**config.mk**
```make
export PLATFORM = sky130hd
export DESIGN_NAME = led_rate_ctrl
export DESIGN_NICKNAME = d
export VERILOG_FILES = /design/src/rtl/led_rate_ctrl.sv
export SDC_FILE = /design/constraint.sdc
export NUM_CORES = 1
export LEC_CHECK = 0
export CORE_MARGIN = 2
export CORE_UTILIZATION = 45
export CTS_CLUSTER_DIAMETER = 60
export CTS_CLUSTER_SIZE = 14
export DETAILED_ROUTE_END_ITERATION = 12
export SKIP_LAST_GASP = 1
export SYNTH_ARGS = -nofsm -noshare
export SYNTH_HDL_FRONTEND = slang
export SYNTH_SLANG_ARGS = --single-unit
```
**constraint.sdc**
```tcl
create_clock -name clk -period 4 [get_ports clk]
set_clock_uncertainty 0.2 [all_clocks]
set_input_delay 1 -clock clk [delete_from_list [all_inputs] [get_ports clk]]
set_output_delay 1 -clock clk [all_outputs]
set_load 0.005 [all_outputs]
```
**src/rtl/led_rate_ctrl.sv**
```systemverilog
// Rotating-LED control stage: button sync/debounce, speed select, prescaled step tick and direction.
// Define LED_RATE_DEBOUNCE_EN to build the full debouncer; otherwise the synchroniser output is used directly.
module led_rate_ctrl #(
   parameter int unsigned BASE_DIV  = 25_000_000,
   parameter int unsigned DIV_W     = 25,
   parameter int unsigned DB_CYCLES = 1_000_000,
   parameter int unsigned DB_W      = 20
) (
   input  logic       clk,
   input  logic       reset,
   input  logic       btn_dir,
   input  logic       btn_speed,
   input  logic       enable,
   output logic       tick,
   output logic       rt,
   output logic [1:0] speed
);

   // Reject parameter sets whose counters cannot hold their terminal values.
   if (((BASE_DIV >> 3) < 2) ||
       (64'(BASE_DIV) - 64'd1 >= (64'd1 << DIV_W)) ||
       (DB_CYCLES < 1) ||
       (64'(DB_CYCLES) - 64'd1 >= (64'd1 << DB_W))) begin : g_param_chk
      $error("led_rate_ctrl: illegal parameter combination");
   end

   // Bit 0 = direction button, bit 1 = speed button.
   logic [1:0] btn_raw_c;
   logic [1:0] sync1_q;
   logic [1:0] sync2_q;
   logic [1:0] db_lvl_c;
   logic [1:0] db_prev_q;
   logic [1:0] press_c;
   logic       dir_press_c;
   logic       spd_press_c;

   assign btn_raw_c = {btn_speed, btn_dir};

   always_ff @(posedge clk) begin
      if (reset) begin
         sync1_q <= '0;
         sync2_q <= '0;
      end else begin
         sync1_q <= btn_raw_c;
         sync2_q <= sync1_q;
      end
   end

`ifdef LED_RATE_DEBOUNCE_EN
   localparam logic [DB_W-1:0] DB_LAST = DB_W'(DB_CYCLES - 1);

   logic [1:0]      db_lvl_q;
   logic [1:0]      db_lvl_d;
   logic [DB_W-1:0] db_cnt_q [2];
   logic [DB_W-1:0] db_cnt_d [2];

   // Accept a new level only after DB_CYCLES consecutive differing samples.
   always_comb begin
      db_lvl_d = db_lvl_q;
      for (int i = 0; i < 2; i++) begin
         db_cnt_d[i] = db_cnt_q[i];
         if (sync2_q[i] == db_lvl_q[i]) begin
            db_cnt_d[i] = '0;
         end else if (db_cnt_q[i] == DB_LAST) begin
            db_lvl_d[i] = sync2_q[i];
            db_cnt_d[i] = '0;
         end else begin
            db_cnt_d[i] = db_cnt_q[i] + DB_W'(1);
         end
      end
   end

   always_ff @(posedge clk) begin
      if (reset) begin
         db_lvl_q    <= '0;
         db_cnt_q[0] <= '0;
         db_cnt_q[1] <= '0;
      end else begin
         db_lvl_q    <= db_lvl_d;
         db_cnt_q[0] <= db_cnt_d[0];
         db_cnt_q[1] <= db_cnt_d[1];
      end
   end

   assign db_lvl_c = db_lvl_q;
`else
   assign db_lvl_c = sync2_q;
`endif

   always_ff @(posedge clk) begin
      if (reset) begin
         db_prev_q <= '0;
      end else begin
         db_prev_q <= db_lvl_c;
      end
   end

   assign press_c     = db_lvl_c & ~db_prev_q;
   assign dir_press_c = press_c[0];
   assign spd_press_c = press_c[1];

   logic [DIV_W-1:0] cnt_q;
   logic [DIV_W-1:0] cnt_d;
   logic [DIV_W-1:0] tc_c;
   logic [1:0]       speed_q;
   logic [1:0]       speed_d;
   logic             tick_q;
   logic             tick_d;
   logic             rt_q;
   logic             rt_d;
   logic             pend_q;
   logic             pend_d;

   assign tc_c = DIV_W'(BASE_DIV >> speed_q) - DIV_W'(1);

   // A speed press restarts the period; rt only moves on the edge after a tick.
   always_comb begin
      cnt_d   = cnt_q;
      tick_d  = 1'b0;
      speed_d = speed_q;
      rt_d    = rt_q;
      pend_d  = pend_q;
      if (spd_press_c) begin
         speed_d = speed_q + 2'd1;
         cnt_d   = '0;
      end else if (enable) begin
         if (cnt_q == tc_c) begin
            cnt_d  = '0;
            tick_d = 1'b1;
         end else begin
            cnt_d = cnt_q + DIV_W'(1);
         end
      end
      if (tick_q && pend_q) begin
         rt_d   = ~rt_q;
         pend_d = 1'b0;
      end
      if (dir_press_c) begin
         pend_d = ~pend_d;
      end
   end

   always_ff @(posedge clk) begin
      if (reset) begin
         cnt_q   <= '0;
         speed_q <= '0;
         tick_q  <= 1'b0;
         rt_q    <= 1'b0;
         pend_q  <= 1'b0;
      end else begin
         cnt_q   <= cnt_d;
         speed_q <= speed_d;
         tick_q  <= tick_d;
         rt_q    <= rt_d;
         pend_q  <= pend_d;
      end
   end

   assign tick  = tick_q;
   assign rt    = rt_q;
   assign speed = speed_q;

endmodule
```
==> run_results.csv <==
group,metric,value,unit
outcome,status,"completed",
global_route,grt_pass1_vias,1328,
cells_and_area,area_growth,10.6,%
clock_tree,cts_buffers,5,
clock_tree,htreeDepth,2,
logic_synthesis,synth_cells,201,
worst_setup_path,slowest_delay,660,ps
placement,gp_congestion,0.817,
worst_setup_path,start_kind,"flip-flop",
worst_setup_path,path_cells,"inv_1, ha_1, inv_1, ha_1, xnor2_1, nor4_1, nand3_1, o41ai_4, buf_4, nor2_1",
power,p_per_area,327,nW/um^2
sta,slew_headroom,0.541,
cells_and_area,final_common_cell,"dfxtp_1",
sta,tightestPinTransition,683,ps
clock_tree,cts_setup_buffers,0,
logic_synthesis,synth_seq_cells,36,
sta,setup_violations,0,
cells_and_area,fillers,348,
worst_setup_path,slowest_stage,"o41ai_4",
global_route,antenna_found_initial,0,
worst_setup_path,cp_max_fo,15,
clock_tree,clkSinkCount,36,
worst_setup_path,worstPathRequired,3980,ps
global_route,grt_first_pass_wirelength,5.84,mm
power,ir_drop,0.237,mV
global_route,grt_max_degree,16,
worst_setup_path,arrival,3190,ps
sta,hold_viol_final,0,
clock_tree,clk_pin_slew,70,ps
clock_tree,cts-resized-gates,0,
placement,portBuffers,8,
detailed_routing,vias_per_cell,5.19,
logic_synthesis,yosys_warnings,0,
clock_tree,clock-root-buffer,"clkbuf_8",
power,power_leakage,0.702,nW
sta,post-route-period-util,0.804,
detailed_routing,via_count,1344,
cells_and_area,num_antenna_cells,0,
detailed_routing,wl_per_cell,12.6,um
die,ios,9,
logic_synthesis,ys_seq_area_frac,0.406,
sta,min_period,3220,ps
logic_synthesis,syn_area,1770,um^2
die,die_h,66.8,um
clock_tree,insertion_delay,280,ps
worst_setup_path,critPathKind,"flip-flop to flip-flop",
detailed_routing,drt-total-wl,3.27,mm
detailed_routing,post-route-drc-count,0,
logic_synthesis,syn_avg_cell_area,8.82,um^2
die,core-area,3720,um^2
die,dieArea,4460,um^2
cells_and_area,drive_gt1_frac,0.0427,
sta,finalSetupTns,0,ps
placement,place_ws,512,ps
die,start_util,0.477,
global_route,gr-total-overflow,0,
min_path,hold_class,"flip-flop to flip-flop",
flow_run,drv_cap,0,
sta,worst_hold_slack,247,ps
placement,post-dp-hpwl,2.46,mm
detailed_routing,drt-initial-drc-count,68,
clock_tree,cts_buffer_depth,2,
cells_and_area,final_cell_mix,"dfxtp_1 (36), nor2_1 (35), xor2_1 (22)",
die,die_w,66.8,um
logic_synthesis,yosys.cell_types.count,26,
detailed_routing,firstDrtPassIters,4,
clock_tree,cts_tree,"done",
detailed_routing,final_antenna_net_count,0,
sta,finalWorstSetupSlack,783,ps
global_route,grt_usage,0.175,
clock_tree,hold_buffers,0,
die,rows,22,
sta,rsz0062_at_grt,"false",
sta,maxSlewViolCount,0,
sta,fmax,0.311,GHz
logic_synthesis,syn_nets,214,
cells_and_area,nets,224,
worst_setup_path,cp-end-kind,"flip-flop",
==> where the power goes <==
part / switching (mW) / total, mW / internal (mW)
combinational: 0.0188 / 0.0369 / 0.0182
clock: 0.118 / 0.236 / 0.118
sequential: 0.00445 / 0.369 / 0.364
total: 0.141 / 0.641 / 0.501
==> path summary, 6_finish.rpt <==
path,startpoint,to,slack [ps],depth (start not counted)
min,sync1_q[0],db_lvl_c[0],250,1
max,speed[0],cnt_q[24],780,10
max reg2reg,speed[0],cnt_q[24],780,10
min reg2reg,sync1_q[0],db_lvl_c[0],250,1
==> layout make-up <==
cell class / instances / area [um^2] / area share
Multi-Input combinational cell: 154 / 996 / 0.508
Tap cell: 48 / 60.1 / 0.0306
Inverter: 5 / 18.8 / 0.00957
Clock buffer: 6 / 72.6 / 0.0370
Sequential cell: 36 / 721 / 0.368
Timing Repair Buffer: 9 / 87.6 / 0.0447
Clock inverter: 1 / 5.00 / 0.00255
==> cells in the mapped netlist <==
cell | n | area, um^2
nand4_1 | 12 | 75.1
dfxtp_1 | 36 | 721
xnor2_1 | 14 | 123
nor3_1 | 8 | 40.0
nor2_1 | 35 | 131
o22ai_1 | 3 | 18.8
and4_2 | 1 | 10.0
clkbuf_1 | 4 | 15.0
xor2_1 | 22 | 193
nand3_1 | 12 | 60.1
ha_1 | 8 | 100
o221ai_1 | 1 | 8.76
and3_1 | 2 | 12.5
and4_1 | 2 | 17.5
buf_6 | 2 | 22.5
nor2b_1 | 9 | 56.3
nand2_1 | 13 | 48.8
or4_1 | 1 | 7.51
inv_1 | 5 | 18.8
nor4_1 | 3 | 18.8
nand2b_1 | 3 | 18.8
a21oi_1 | 1 | 5.00
o41ai_4 | 1 | 27.5
nor3b_1 | 1 | 7.51
mux2i_1 | 1 | 10.0
and2_1 | 1 | 6.26
==> per-stage QoR <==
stage          cell area [um^2]  std cells  total power [mW]   util
6_report                   1960        259             0.641  0.528
5_1_grt                    1960        259             0.671  0.528
4_1_cts                    1960        259             0.651  0.528
3_5_place_dp               1880        252             0.414  0.507
3_3_place_gp               1880        252             0.413  0.507
2_1_floorplan              1770        201             0.404      -
==> registers in the layout, indices dropped and copies added (netlist names) <==
name	count
sync1_q	2
db_prev_q	2
cnt_q	25
speed	2
rt	1
db_lvl_c	2
tick	1
pend_q	1
==> critical path: cells and delay by family, from the launching register on <==
kind / cells / cell delay [ps]
AOI/OAI and AO/OA: 1 / 660
xor gates and xnor gates: 1 / 140
and+or+nand+nor: 3 / 520
adders and majority gates: 2 / 520
DFF: 1 / 530
buffers and inverters: 3 / 540
==> per-layer routing <==
layer  wire (um)  GRT usage  up-vias
met4          47     0.0638        0
met5           0          0        -
li1            -          -      690
met2        1590      0.289       31
met1        1490      0.214      618
met3         144     0.0557        5
==> cells by family (layout without fill, tap and decap cells) <==
logic type                 count (synthesis)  after routing  synth area share
muxes                                      1              1           0.00565
adders and majority gates                  8              8            0.0565
xor gates and xnor gates                  36             36             0.178
and+or+nand+nor                          103            103             0.288
DFF                                       36             36             0.406
buffers and inverters                     11             21            0.0318
AOI/OAI and AO/OA                          6              6            0.0339
No activity file was read; power rests on OpenSTA's default activity.
